**src/rtl/ldpc_ber_axi_up_bridge.sv**
```systemverilog
// ----------------------------------------------------------------------------
// ldpc_ber_axi_up_bridge
//
// AXI4-Lite slave that turns host register accesses into the single-clock
// up_* request/acknowledge protocol of the LDPC BER tester register map.
// One transaction is in flight at a time. Reads and writes share one state
// machine and are arbitrated round-robin. A transaction that is not
// acknowledged within TIMEOUT_CYCLES returns SLVERR (and 32'hDEAD_DEAD for
// reads) and pulses up_timeout.
//
// Parameters:
//   ADDRESS_WIDTH   word-address width of the up_* side (AXI byte address
//                   is ADDRESS_WIDTH+2 bits)
//   TIMEOUT_CYCLES  acknowledge wait limit in cycles (16-bit), 0 = no limit
//
// Ports:
//   up_clk, up_resetn          clock and asynchronous active-low reset
//   s_axi_aw*, s_axi_w*        AXI write address / data channels (wstrb unused)
//   s_axi_b*                   AXI write response channel
//   s_axi_ar*, s_axi_r*        AXI read address / data channels
//   up_wreq/up_waddr/up_wdata  write request pulse with held address and data
//   up_wack                    write acknowledge from the register map
//   up_rreq/up_raddr           read request pulse with held address
//   up_rdata/up_rack           read data, valid in the acknowledge cycle
//   up_timeout                 one-cycle pulse when a transaction times out
// ----------------------------------------------------------------------------
module ldpc_ber_axi_up_bridge #(
    parameter int unsigned ADDRESS_WIDTH  = 10,
    parameter int unsigned TIMEOUT_CYCLES = 256
) (
    input  logic                       up_clk,
    input  logic                       up_resetn,

    input  logic                       s_axi_awvalid,
    output logic                       s_axi_awready,
    input  logic [ADDRESS_WIDTH+1:0]   s_axi_awaddr,
    input  logic                       s_axi_wvalid,
    output logic                       s_axi_wready,
    input  logic [31:0]                s_axi_wdata,
    input  logic [3:0]                 s_axi_wstrb,
    output logic                       s_axi_bvalid,
    input  logic                       s_axi_bready,
    output logic [1:0]                 s_axi_bresp,
    input  logic                       s_axi_arvalid,
    output logic                       s_axi_arready,
    input  logic [ADDRESS_WIDTH+1:0]   s_axi_araddr,
    output logic                       s_axi_rvalid,
    input  logic                       s_axi_rready,
    output logic [31:0]                s_axi_rdata,
    output logic [1:0]                 s_axi_rresp,

    output logic                       up_wreq,
    output logic [ADDRESS_WIDTH-1:0]   up_waddr,
    output logic [31:0]                up_wdata,
    input  logic                       up_wack,
    output logic                       up_rreq,
    output logic [ADDRESS_WIDTH-1:0]   up_raddr,
    input  logic [31:0]                up_rdata,
    input  logic                       up_rack,
    output logic                       up_timeout
);

    typedef enum logic [2:0] {
        IDLE,
        W_REQ,
        W_WAIT,
        B_RESP,
        R_REQ,
        R_WAIT,
        R_RESP
    } state_t;

    localparam logic [15:0] TIMEOUT_LIMIT  = 16'(TIMEOUT_CYCLES);
    localparam logic        TIMEOUT_ENABLE = (TIMEOUT_CYCLES != 0);
    localparam logic [31:0] TIMEOUT_RDATA  = 32'hDEAD_DEAD;
    localparam logic [1:0]  RESP_OKAY      = 2'b00;
    localparam logic [1:0]  RESP_SLVERR    = 2'b10;

    state_t        state;
    logic [15:0]   timeout_cnt;
    logic          last_was_write;
    logic          write_pending;
    logic          read_pending;
    logic          pick_write;
    logic          timeout_hit;
    logic          unused_inputs;

    // A write needs both address and data present; the bridge never accepts
    // one channel without the other.
    assign write_pending = s_axi_awvalid & s_axi_wvalid;
    assign read_pending  = s_axi_arvalid;

    // Round-robin: when both kinds are waiting, the kind not served last
    // wins. last_was_write resets to 0, so the first contest goes to write.
    assign pick_write = write_pending & (~read_pending | ~last_was_write);

    assign timeout_hit = TIMEOUT_ENABLE && (timeout_cnt == TIMEOUT_LIMIT);

    // up_timeout is decoded from the wait state so that it is high in the
    // decision cycle, one cycle ahead of the registered response valid. An
    // acknowledge in that same cycle has priority and suppresses it.
    assign up_timeout = timeout_hit &
                        (((state == W_WAIT) & ~up_wack) |
                         ((state == R_WAIT) & ~up_rack));

    // Byte-lane strobes and the byte offset of the address carry no meaning
    // for a word-only register map.
    assign unused_inputs = ^{s_axi_wstrb, s_axi_awaddr[1:0], s_axi_araddr[1:0]};

    // Transaction state machine. All AXI and up_* outputs except up_timeout
    // are registered here. Acknowledges are only looked at in the two wait
    // states, so early, late or cross-direction acknowledges fall through.
    always_ff @(posedge up_clk or negedge up_resetn) begin
        if (!up_resetn) begin
            state          <= IDLE;
            timeout_cnt    <= '0;
            last_was_write <= 1'b0;
            s_axi_awready  <= 1'b0;
            s_axi_wready   <= 1'b0;
            s_axi_bvalid   <= 1'b0;
            s_axi_bresp    <= RESP_OKAY;
            s_axi_arready  <= 1'b0;
            s_axi_rvalid   <= 1'b0;
            s_axi_rdata    <= '0;
            s_axi_rresp    <= RESP_OKAY;
            up_wreq        <= 1'b0;
            up_waddr       <= '0;
            up_wdata       <= '0;
            up_rreq        <= 1'b0;
            up_raddr       <= '0;
        end else begin
            case (state)
                IDLE: begin
                    if (pick_write) begin
                        up_waddr       <= s_axi_awaddr[ADDRESS_WIDTH+1:2];
                        up_wdata       <= s_axi_wdata;
                        s_axi_awready  <= 1'b1;
                        s_axi_wready   <= 1'b1;
                        up_wreq        <= 1'b1;
                        last_was_write <= 1'b1;
                        state          <= W_REQ;
                    end else if (read_pending) begin
                        up_raddr       <= s_axi_araddr[ADDRESS_WIDTH+1:2];
                        s_axi_arready  <= 1'b1;
                        up_rreq        <= 1'b1;
                        last_was_write <= 1'b0;
                        state          <= R_REQ;
                    end
                end

                // The AXI address/data handshake completes in this cycle,
                // concurrently with the up_wreq pulse.
                W_REQ: begin
                    s_axi_awready <= 1'b0;
                    s_axi_wready  <= 1'b0;
                    up_wreq       <= 1'b0;
                    timeout_cnt   <= '0;
                    state         <= W_WAIT;
                end

                W_WAIT: begin
                    if (up_wack) begin
                        s_axi_bresp  <= RESP_OKAY;
                        s_axi_bvalid <= 1'b1;
                        state        <= B_RESP;
                    end else if (timeout_hit) begin
                        s_axi_bresp  <= RESP_SLVERR;
                        s_axi_bvalid <= 1'b1;
                        state        <= B_RESP;
                    end else begin
                        timeout_cnt <= timeout_cnt + 16'd1;
                    end
                end

                B_RESP: begin
                    if (s_axi_bready) begin
                        s_axi_bvalid <= 1'b0;
                        state        <= IDLE;
                    end
                end

                R_REQ: begin
                    s_axi_arready <= 1'b0;
                    up_rreq       <= 1'b0;
                    timeout_cnt   <= '0;
                    state         <= R_WAIT;
                end

                R_WAIT: begin
                    if (up_rack) begin
                        s_axi_rdata  <= up_rdata;
                        s_axi_rresp  <= RESP_OKAY;
                        s_axi_rvalid <= 1'b1;
                        state        <= R_RESP;
                    end else if (timeout_hit) begin
                        s_axi_rdata  <= TIMEOUT_RDATA;
                        s_axi_rresp  <= RESP_SLVERR;
                        s_axi_rvalid <= 1'b1;
                        state        <= R_RESP;
                    end else begin
                        timeout_cnt <= timeout_cnt + 16'd1;
                    end
                end

                R_RESP: begin
                    if (s_axi_rready) begin
                        s_axi_rvalid <= 1'b0;
                        state        <= IDLE;
                    end
                end

                default: begin
                    state <= IDLE;
                end
            endcase
        end
    end

endmodule

```
**config.mk**
```make
export PLATFORM = sky130hd
export DESIGN_NAME = ldpc_ber_axi_up_bridge
export DESIGN_NICKNAME = d
export VERILOG_FILES = /design/src/rtl/ldpc_ber_axi_up_bridge.sv
export SDC_FILE = /design/constraint.sdc
export NUM_CORES = 1
export LEC_CHECK = 0
export CORE_MARGIN = 10
export CORE_UTILIZATION = 43
export CTS_BUF_LIST = sky130_fd_sc_hd__clkbuf_16
export DETAILED_ROUTE_END_ITERATION = 10
export PLACE_DENSITY = 0.9
export SLEW_MARGIN = 30
export SYNTH_ARGS = -nofsm -noshare
export SYNTH_HDL_FRONTEND = slang
export SYNTH_SLANG_ARGS = --single-unit
```
**constraint.sdc**
```tcl
create_clock -name up_clk -period 3.2 [get_ports up_clk]
set_clock_uncertainty 0.1 [all_clocks]
set_input_delay 0.48 -clock up_clk [delete_from_list [all_inputs] [get_ports up_clk]]
set_output_delay 0.48 -clock up_clk [all_outputs]
set_load 0.05 [all_outputs]
```
==> results of run 1 <==
[routing by layer]
| metal | up-vias | wire (um) |
|---|---|---|
| li1 | 1684 | - |
| met1 | 1836 | 4500 |
| met2 | 115 | 7860 |
| met3 | 37 | 989 |
| met4 | 0 | 421 |
| met5 | - | 0 |
[cell usage after synthesis (5+ instances only)]
cell | number | area share, %
sky130_fd_sc_hd__nand3_1 | 5 | 0.54
sky130_fd_sc_hd__nor4b_1 | 5 | 0.94
sky130_fd_sc_hd__clkbuf_1 | 13 | 1.0
sky130_fd_sc_hd__o22a_1 | 6 | 1.1
sky130_fd_sc_hd__a21oi_1 | 13 | 1.4
sky130_fd_sc_hd__a22o_1 | 10 | 1.9
sky130_fd_sc_hd__a31oi_1 | 18 | 2.4
sky130_fd_sc_hd__nor3_1 | 7 | 0.75
sky130_fd_sc_hd__dfrtp_1 | 110 | 59
sky130_fd_sc_hd__buf_4 | 5 | 0.81
sky130_fd_sc_hd__nand2_1 | 14 | 1.1
sky130_fd_sc_hd__xnor2_1 | 13 | 2.4
sky130_fd_sc_hd__mux2_4 | 9 | 2.9
sky130_fd_sc_hd__inv_1 | 22 | 1.8
sky130_fd_sc_hd__mux2_2 | 43 | 10
sky130_fd_sc_hd__nor2_1 | 37 | 3.0
sky130_fd_sc_hd__buf_2 | 5 | 0.54
sky130_fd_sc_hd__o21ai_0 | 5 | 0.54
[placed cells by master, fill, tap and decap left out, drive strengths merged, types with 2 or more instances in the layout]
cell	Yosys	layout
clkdlybuf4s50	0	184
dfrtp	110	110
mux2	52	52
nor2	37	37
inv	22	26
a31oi	18	18
nand2	14	14
a21oi	14	14
xnor2	13	13
a22o	10	10
clkbuf	13	9
buf	13	9
nor3	7	7
o22a	6	6
o21ai	6	6
nor4b	5	5
nand3	5	5
nor4	4	4
nor3b	3	3
and4	3	3
and2	3	3
o31ai	2	2
nor2b	2	2
and3	2	2
o31a	2	2
nand4	2	2
nand2b	2	2
ha	2	2
conb	1	2
clkinv	0	2
[kinds of logic (layout without fill, tap and decap cells)]
group	Yosys count	in the layout
multiplexers	52	52
AO/OA/AOI/OAI	64	64
XOR/XNOR	14	14
other	1	2
flip-flops	110	110
buffers and inverters	48	231
adder cells (fa/ha/maj)	2	2
AND/OR/NAND/NOR	92	92
[per-stage QoR]
step / area (um2) / instances / hold slack [ns]
finish: 6930 / 703 / 0.0635
global route: 6930 / 703 / 0.154
CTS: 6920 / 702 / 0.132
detailed placement: 6630 / 686 / 0.392
global placement: 6630 / 686 / 0.380
floorplan: 4660 / 384 / 0.0844
[area by class of cell]
class,count,area share [%]
inverters,22,1.19
clock inverters,7,0.903
clock buffers,9,3.25
well taps,136,2.46
multi-input cells,226,24.5
flip-flops and latches,110,39.7
repair buffers,193,27.9
[flip-flops by register name, summed over array words and instances (netlist names)]
register / count
s_axi_rdata: 32
up_wdata: 32
timeout_cnt: 16
up_raddr: 10
up_waddr: 10
state: 3
last_was_write: 1
s_axi_bresp: 1
s_axi_bvalid: 1
s_axi_rresp: 1
s_axi_rvalid: 1
up_rreq: 1
up_wreq: 1
[worst register-to-register path: cells and delay by family, from the launching register on]
kind	cells	cell delay [ns]
AOI/OAI and AO/OA	1	0.16
adders and majority gates	1	0.16
buffers and inverters	2	0.37
DFF	1	0.41
muxes	1	0.36
and+or+nand+nor	3	1.11
[worst max path at each step]
stage                               from     endpoint  slack [ns]  cells past startpoint
after CTS                 timeout_cnt[0]  up_raddr[0]        0.23                      7
final                     timeout_cnt[0]  up_raddr[0]        0.44                      8
after global placement           up_wack  up_raddr[0]        0.37                      6
after detailed placement  timeout_cnt[0]  up_raddr[0]        0.24                      7
after floorplan           timeout_cnt[0]  up_raddr[1]         1.0                      9
after global routing      timeout_cnt[0]  up_raddr[0]        0.28                      8
[power groups by stage]
stage                     logic, uW  clock network (uW)  registers, uW
after floorplan                1240                   0           4280
final                          4780                1090           2400
after detailed placement       4780                   0           2420
after global routing           4990                1160           2480
after CTS                      4810                1110           2400
after global placement         4680                   0           2370
==> implementation parameters, run 1 <==
Parameter                              Value

STA
  Transition time at the pin with the least slew margin    a little under 0.8 ns
  Crit share post-route    between 80% and 90%
  Number of slew-limit violations in the final report    0
  Setup TNS    0 ns
  Rel. slew slack    between 40% and 50%
  F_max    roughly 360 MHz
  Final hold vios    0
  Minimum clock period    between 2 and 3 ns
  PnR worst setup slack    approximately 0.44 ns
  Final setup violation count    0
  Unrepaired setup endpoints after global routing    false

Floorplanning
  Area of the die    between 0.015 and 0.02 mm2
  Number of standard-cell rows in the floorplan    37
  Die Wd    124 um
  Core Footprint    between 0.01 and 0.015 mm2
  I/O pin count    between 150 and 200
  Initial cell density of the core    roughly 45%
  Die span in y    around 120 um

Worst setup path
  Data arrival at the endpoint of the critical path    2.91 ns
  Slowest stage delay, CP    between 0.5 and 0.6 ns
  R2R Path Start    timeout_cnt[0]
  Path depth of the worst reg2reg path    8
  Path type of the worst setup path    reg2reg
  Worst setup SP type    register
  Total buffers and inverters traversed by the critical path    2
  Master of the slowest instance on the critical path    sky130_fd_sc_hd__and4_1
  Setup slack of the most critical reg-to-reg path    ~0.44 ns
  Endpoint type of the worst setup path    register
  Critical Path Fanout Max    10
  Critical Path RT    about 3.4 ns
  List of cells traversed by the critical path    inv_1, ha_1, nor3b_1, and4_1, a21oi_4, nor4_4, buf_4, mux2_2
  End of the worst register-to-register path    up_raddr[0]
  CP top delay family    simple AND/OR/NAND/NOR gates

Detailed routing
  Detailed-router iteration count before antenna repair    4
  Remaining DRCs    0
  Mean routed wirelength per cell    slightly below 20 um
  Overall via count from detail_route    between 3000 and 4000
  Total detailed-routing wirelength    around 14000 um
  Ratio of routed vias to standard cells    approximately 5.2
  Post-detailed-route count of antenna-violating nets    0
  Violation count after the first detailed-route iteration    between 200 and 300

Place
  Worst slack at placement    about 0.24 ns
  Weighted congestion at the end of routability-driven global placement    approximately 0.80
  Half-perimeter wire length of the detailed placement result    10300 um
  Count of input and output buffers    186

Yosys
  Share of flip-flops with an asynchronous set or reset    100%
  Share of synthesized cell area in full adder, half adder and majority cells    0.538%
  Share of cell area taken by muxes after synthesis    between 10% and 20%
  Synthesized-area fraction occupied by and/or/nand/nor cells    10.0%
  Post-synth EDFFs    0
  Cell count after synthesis    383
  Xor/xnor cell area share of the yosys netlist    around 2.6%
  Most used DFF post-synth    sky130_fd_sc_hd__dfrtp_1
  Combinational family with the most area after synthesis    multiplexers
  Compound-cell area share of the yosys netlist    a little under a tenth
  Mean Syn Cell Area    around 12 um2
  Number of warnings printed during yosys synthesis    0
  Sequential element share of the synthesized area    59.1%
  Register bit total from synthesis    between 100 and 150
  Total standard cell area after synthesis    approximately 0.0047 mm2
  Count of distinct cell types in the synthesized netlist    45

Power and ir drop
  Flop pwr share    between 20% and 30%
  Net Sw Power    about 4000 uW
  Net switching share of the total power    between 40 and 50%
  Leakage power summed over all cells    about 0.0029 uW
  Clock power share    a little over an eighth
  Maximum resistive drop on vdd    0.000824 V
  Int Power    about 4300 uW
  Power Total    8270 uW
  Pwr per Cell Area    around 1200 mW/mm2
  Combinational group share of total power    between 50% and 60%

Cells and area
  Multi-input gate area in the final layout    about 0.0017 mm2
  Area taken by flip-flops and latches    about 0.0028 mm2
  Antenna diode instance count    0
  Final core utilization    approximately two thirds
  Layout-stage area growth over the synthesis result    48.8%
  Final #Nets    665
  Number of filler instances in the final layout    about 700
  Proportion of layout cells with a drive suffix above 1    approximately 14%

Clock network
  CTS tree    done
  Post-cts repair resize count    0
  CTS Sinks    110
  Cts-stage hold buffer count    0
  Clock transition at path regs    around 0.090 ns
  CTS Buf Count    9
  Deepest clock path buffer count    2
  Total setup buffers inserted after CTS    0
  CTS Root Cell    sky130_fd_sc_hd__clkbuf_16
  CTS H-tree lvls    3
  Worst-Skew Late Latency    about 0.35 ns

Job
  Reported max-cap violation count    0

GRT
  Number of antenna violations at the first check in global routing    0
  Met2 Track Usage GR    ~33%
  GRT Resource Usage Total    roughly 18%
  Overflow after GRT    0
  Maximum number of pins on one net before global-route repair    roughly 110
  Global-route track usage on met3    about 6.3%
  GR Layer Usage met1    about 17%
  Grt peak-use layer    met2
  Wire length of the first global-routing pass    roughly 21000 um
  Via count of the first global-routing pass    4069

Run status
  Result of the run    completed

Worst hold path
  Min-Delay Path Class    in2async
No activity file was read; power rests on OpenSTA's default activity.
==> inputs of run 2 (changes only) <==
--- a/config.mk
+++ b/config.mk
@@ -10,7 +10,7 @@
 export CTS_BUF_LIST = sky130_fd_sc_hd__clkbuf_16
 export DETAILED_ROUTE_END_ITERATION = 10
 export PLACE_DENSITY = 0.9
-export SLEW_MARGIN = 30
+export SLEW_MARGIN = 20
 export SYNTH_ARGS = -nofsm -noshare
 export SYNTH_HDL_FRONTEND = slang
 export SYNTH_SLANG_ARGS = --single-unit
==> run 2 against run 1 <==
Design area decreased by 0.11%. Largest cell class unchanged. Worst setup slack got worse by 0.23 ns. Sequential share of layout area about the same. Non-clock buffer count decreased by 1. Total power decreased by 0.12%. Critical path depth decreased by 1. Critical endpoint unchanged.
==> implementation parameters, run 2 (synthesis results as in run 1) <==
Parameter                              Value

Run status
  Result of the run    completed

Detailed routing
  Ratio of routed vias to standard cells    5.24
  Overall via count from detail_route    around 3700
  Remaining DRCs    0
  Detailed-router iteration count before antenna repair    4
  Total detailed-routing wirelength    13800 um
  Mean routed wirelength per cell    a little under 20 um
  Violation count after the first detailed-route iteration    around 250
  Post-detailed-route count of antenna-violating nets    0

STA
  Rel. slew slack    a little over a third
  Setup TNS    0 ns
  Minimum clock period    approximately 3.0 ns
  Crit share post-route    93.6%
  F_max    about 330 MHz
  Number of slew-limit violations in the final report    0
  Transition time at the pin with the least slew margin    0.969 ns
  Final hold vios    0
  Unrepaired setup endpoints after global routing    false
  PnR worst setup slack    slightly above 0.2 ns
  Final setup violation count    0

Floorplanning
  Die Wd    between 100 and 150 um
  Die span in y    ~120 um
  I/O pin count    around 200
  Initial cell density of the core    44.7%
  Number of standard-cell rows in the floorplan    37
  Area of the die    around 0.015 mm2
  Core Footprint    0.0104 mm2

Clock network
  Total setup buffers inserted after CTS    0
  Post-cts repair resize count    0
  Cts-stage hold buffer count    0
  CTS H-tree lvls    3
  CTS Sinks    110
  CTS Buf Count    9
  Worst-Skew Late Latency    0.35 ns
  Clock transition at path regs    approximately 0.09 ns
  Deepest clock path buffer count    2
  CTS tree    done
  CTS Root Cell    sky130_fd_sc_hd__clkbuf_16

Cells and area
  Final core utilization    66.4%
  Antenna diode instance count    0
  Number of filler instances in the final layout    a little over 700
  Layout-stage area growth over the synthesis result    48.7%
  Most common library cell in the layout ignoring fill and taps    sky130_fd_sc_hd__clkdlybuf4s50_1
  Most used cells in the layout excluding fill and tap cells    184 x sky130_fd_sc_hd__clkdlybuf4s50_1, 110 x sky130_fd_sc_hd__dfrtp_1, 43 x sky130_fd_sc_hd__mux2_2
  Biggest regs    s_axi_rdata (32), up_wdata (32), timeout_cnt (16)
  Final #Nets    approximately 660
  Proportion of layout cells with a drive suffix above 1    14.1%
  Post-route cell area    a little under 0.007 mm2

Place
  Worst slack at placement    between 0.2 and 0.25 ns
  Weighted congestion at the end of routability-driven global placement    approximately 0.8
  Count of input and output buffers    186
  Half-perimeter wire length of the detailed placement result    approximately 10000 um
  Standard cell area after detailed placement    roughly 0.0066 mm2

Worst setup path
  CP top delay family    simple AND/OR/NAND/NOR gates
  Endpoint type of the worst setup path    register
  Master of the slowest instance on the critical path    sky130_fd_sc_hd__nor4_4
  Data arrival at the endpoint of the critical path    around 3.1 ns
  Slowest stage delay, CP    0.82 ns
  Critical Path Fanout Max    11
  Critical Path RT    3.35 ns
  Setup slack of the most critical reg-to-reg path    about 0.21 ns
  Path type of the worst setup path    reg2reg
  Total buffers and inverters traversed by the critical path    1
  List of cells traversed by the critical path    inv_1, ha_1, nor3b_1, and4_1, a21oi_4, nor4_4, mux2_2
  Worst setup SP type    register

Worst hold path
  Min-Delay Path Class    in2async

Power and ir drop
  Pwr per Cell Area    approximately 1200 mW/mm2
  Leakage power summed over all cells    between 0.002 and 0.003 uW
  Combinational group share of total power    a little under 60%
  Maximum resistive drop on vdd    about 0.00082 V
  Clock power share    roughly an eighth
  Int Power    between 4000 and 5000 uW
  Net switching share of the total power    about half
  Power Total    around 8300 uW
  Flop pwr share    29.0%
  Net Sw Power    around 4000 uW

GRT
  GRT Resource Usage Total    between 10% and 20%
  Via count of the first global-routing pass    slightly above 4000
  Number of antenna violations at the first check in global routing    0
  Maximum number of pins on one net before global-route repair    between 100 and 150
  Overflow after GRT    0
  Wire length of the first global-routing pass    21400 um

Job
  Reported max-cap violation count    0
## run 2: worst reg2reg max path: cells and delay by family, from the launching register on
family / cells / cell delay (ns)
fa+ha+maj: 1 / 0.16
compound gates: 1 / 0.16
flops: 1 / 0.41
simple gates: 3 / 1.54
buf+inv: 1 / 0.10
mux: 1 / 0.43
## run 2: metal layers
layer	wire, um	share of wire (%)	up-vias	track usage, %
met4	394	2.9	0	7.63
met2	7840	57	131	33.1
met1	4490	33	1835	17.1
li1	-	-	1679	-
met5	0	0	-	0
met3	1020	7.4	35	6.29
## run 2: worst paths after layout
path,from,to,cells past startpoint
min in group up_clk,up_wdata[20],up_wdata[20],1
max in group asynchronous,up_resetn,s_axi_rdata[26],2
worst min-delay path,up_resetn,s_axi_rdata[4],2
worst max register to register,timeout_cnt[0],up_raddr[0],7
worst min register to register,up_wdata[20],up_wdata[20],1
worst max-delay path,timeout_cnt[0],up_raddr[0],7
## run 2: area by class of cell
class / count / area [um2] / share of cell area [%]
Sequential cell: 110 / 2750 / 39.8
Tap cell: 136 / 170 / 2.46
Clock buffer: 9 / 225 / 3.25
Timing Repair Buffer: 192 / 1930 / 27.8
Inverter: 22 / 82.6 / 1.19
Clock inverter: 7 / 62.6 / 0.904
Multi-Input combinational cell: 226 / 1700 / 24.6
## run 2: stage by stage
step	std cells	hold WS, ns
2_1_floorplan	384	0.0844
3_3_place_gp	686	0.380
3_5_place_dp	686	0.392
4_1_cts	702	0.132
5_1_grt	702	0.154
6_report	702	0.0642
## run 2: power groups by stage
stage	combinational, uW	clock (uW)	sequential (uW)
2_1_floorplan	1240	0	4280
3_3_place_gp	4680	0	2370
3_5_place_dp	4780	0	2420
4_1_cts	4810	1110	2400
5_1_grt	4980	1160	2480
6_report	4770	1090	2400
==> inputs of run 3 (changes only) <==
--- a/config.mk
+++ b/config.mk
@@ -5,6 +5,7 @@
 export SDC_FILE = /design/constraint.sdc
 export NUM_CORES = 1
 export LEC_CHECK = 0
+export CAP_MARGIN = 20
 export CORE_MARGIN = 10
 export CORE_UTILIZATION = 43
 export CTS_BUF_LIST = sky130_fd_sc_hd__clkbuf_16
==> results of run 3 <==
The final DEF is identical to that of run 2; final timing and power are the same.
==> edit: new RTL, settings of run 2 <==
Change the parameter `ADDRESS_WIDTH` from 10 to 9.
--- a/src/rtl/ldpc_ber_axi_up_bridge.sv
+++ b/src/rtl/ldpc_ber_axi_up_bridge.sv
@@ -25,7 +25,7 @@
 //   up_timeout                 one-cycle pulse when a transaction times out
 // ----------------------------------------------------------------------------
 module ldpc_ber_axi_up_bridge #(
-    parameter int unsigned ADDRESS_WIDTH  = 10,
+    parameter int unsigned ADDRESS_WIDTH  = 9,
     parameter int unsigned TIMEOUT_CYCLES = 256
 ) (
     input  logic                       up_clk,
Interface: changed (resized s_axi_araddr, s_axi_awaddr, up_raddr and up_waddr); port bits go from 197 to 193. No check against the original RTL was run, so the function may have changed too.
==> edit against run 2 <==
- power fell by 4.3%
- clock power shrank 9%
- critical endpoint is now up_timeout
- via count decreased by 1.3%
- critical path depth shrank 4
- design area shrank 1.8%
- non-clock buffer count shrank 5
- sequential cell count is 2 lower
- register-to-register slack improved by 0.59 ns
- synthesized area down 0.65%
- worst setup slack improved by 0.30 ns
- wire length decreased by 5.3%
- first-iteration DRC count is 21% lower
==> edit: results (changes against run 2) <==
- Outcome: finished clean (unchanged)
- DR iter-0 viols: 200 (was 253)
- Static Leak: 2.87 nW (was 2.92 nW)
- Share of flip-flops with an asynchronous set or reset: 100% (unchanged)
- Dpl hpwl: 10000 um (was 10300 um)
- Reg2reg path depth: 5 (was 7)
- Max IR drop VDD: 0.659 mV (was 0.822 mV)
- Post-Route WL: 13000 um (was 13800 um)
- Largest stage delay, worst path: 0.69 ns (was 0.82 ns)
- Cell-internal power: 4.10 mW (was 4.26 mW)
- Layout cells sized above 1: 14.8% (was 14.1%)
- Post-CTS Resized: 0 (unchanged)
- CP max stage cell: dfrtp_1 (was nor4_4)
- Flop-to-flop setup slack: 0.80 ns (was 0.21 ns)
- Synth area leaders: dfrtp_1 (58%), mux2_2 (12%), nor2_1 (2.8%) (was dfrtp_1 (59%), mux2_2 (10%), nor2_1 (3.0%))
- PortBufs: 182 (was 186)
- Net count, final: 658 (was 664)
- Vias: 3632 (was 3680)
- Yosys cell types: 49 (was 45)
- Worst R2R Start: state[1] (was timeout_cnt[0])
- First-pass GRT wire length: 19800 um (was 21400 um)
- Seq/Total Area, Yosys: 58.4% (was 59.1%)
- Vias in the first global route: 3849 (was 4069)
- Largest net degree at the start of global routing: 65 (was 111)
- Gr usage total: 16.4% (was 17.7%)
- Top FF cell, synth: dfrtp_1 (unchanged)
- GP Congestion: 0.803 (was 0.804)
- RR Endpoint: up_raddr[3] (was up_raddr[0])
- Most common library cells after synthesis: dfrtp_1 (108), mux2_2 (50), nor2_1 (35), inv_1 (22), a31oi_1 (16) (was dfrtp_1 (110), mux2_2 (43), nor2_1 (37), inv_1 (22), a31oi_1 (18))
- Clk pin slew, worst setup/hold paths: 0.07 ns (was 0.09 ns)
- Critical Path AT: 2.12 ns (was 3.14 ns)
- Worst-path maximum fanout: 18 (was 11)
- Pre-CTS WS: 0.533 ns (was 0.243 ns)
- Relative slew slack: 45.0% (was 34.9%)
-- edit: cell count changes in the layout (fill, tap and decap cells not counted), moves of 3 or more --
cell,before,now
nor4_2,0,3
mux2_2,43,50
xnor2_1,13,4
nor4b_1,5,1
xor2_1,1,10
mux2_4,9,0
clkdlybuf4s50_1,184,180
nand4_1,2,8
nor3_1,7,1
nand3_1,4,9
a21oi_1,13,9
or3_1,1,4
-- edit: area by class of cell --
class                      instances  area (sq um)
timing repair buffer             187          1880
tap                              136           170
clock buffer                       9           225
fill                             787          3620
multi-input combinational        229          1700
clock inverter                     6          32.5
inverter                          22          82.6
sequential                       108          2700
-- edit: power groups by stage --
| stage | registers (mW) | logic (mW) | clock network [mW] |
|---|---|---|---|
| after global placement | 2.31 | 4.50 | 0 |
| final | 2.34 | 4.56 | 0.997 |
| after global routing | 2.42 | 4.76 | 1.07 |
| after floorplan | 4.15 | 1.21 | 0 |
| after CTS | 2.35 | 4.60 | 1.01 |
| after detailed placement | 2.36 | 4.59 | 0 |
-- edit: per-stage QoR --
step / hold WS [ns] / std cells / instance area [sq um]
2_1_floorplan: 0.0844 / 384 / 4630
3_3_place_gp: 0.379 / 682 / 6540
3_5_place_dp: 0.392 / 682 / 6540
4_1_cts: 0.173 / 697 / 6790
5_1_grt: 0.213 / 697 / 6790
6_report: 0.145 / 697 / 6790
-- edit: worst max-delay path by stage --
| stage | from | to | slack (ns) | depth (start not counted) |
|---|---|---|---|---|
| after global routing | state[1] | up_timeout | 0.42 | 3 |
| after floorplan | state[1] | up_timeout | 0.78 | 4 |
| after detailed placement | up_rack | up_raddr[3] | 0.53 | 6 |
| final | state[1] | up_timeout | 0.50 | 3 |
| after global placement | up_rack | up_raddr[8] | 0.58 | 6 |
| after CTS | state[1] | up_timeout | 0.50 | 3 |
-- edit: cells by family after synthesis --
logic type / count (synthesis) / share of synthesized area [%]
DFF: 108 / 58.4
and+or+nand+nor: 99 / 11.6
AOI/OAI and AO/OA: 62 / 9.66
muxes: 50 / 12.2
buffers and inverters: 47 / 4.84
xor gates and xnor gates: 14 / 2.65
adders and majority gates: 2 / 0.541
other: 1 / 0.0811
-- edit: worst max-delay path, delay by kind of cell (launching register included) --
| family | cells | cell delay (ns) |
|---|---|---|
| buffers and inverters | 1 | 0.19 |
| and+or+nand+nor | 1 | 0.57 |
| DFF | 1 | 0.69 |
| AOI/OAI and AO/OA | 1 | 0.32 |
-- edit: routing by layer --
layer / track usage (%) / vias to the layer above / wire length [um]
met1: 16.8 / 1797 / 4590
met3: 6.79 / 20 / 1250
met2: 29.3 / 134 / 6930
li1: - / 1681 / -
met4: 6.26 / 0 / 261
met5: 0 / - / 0
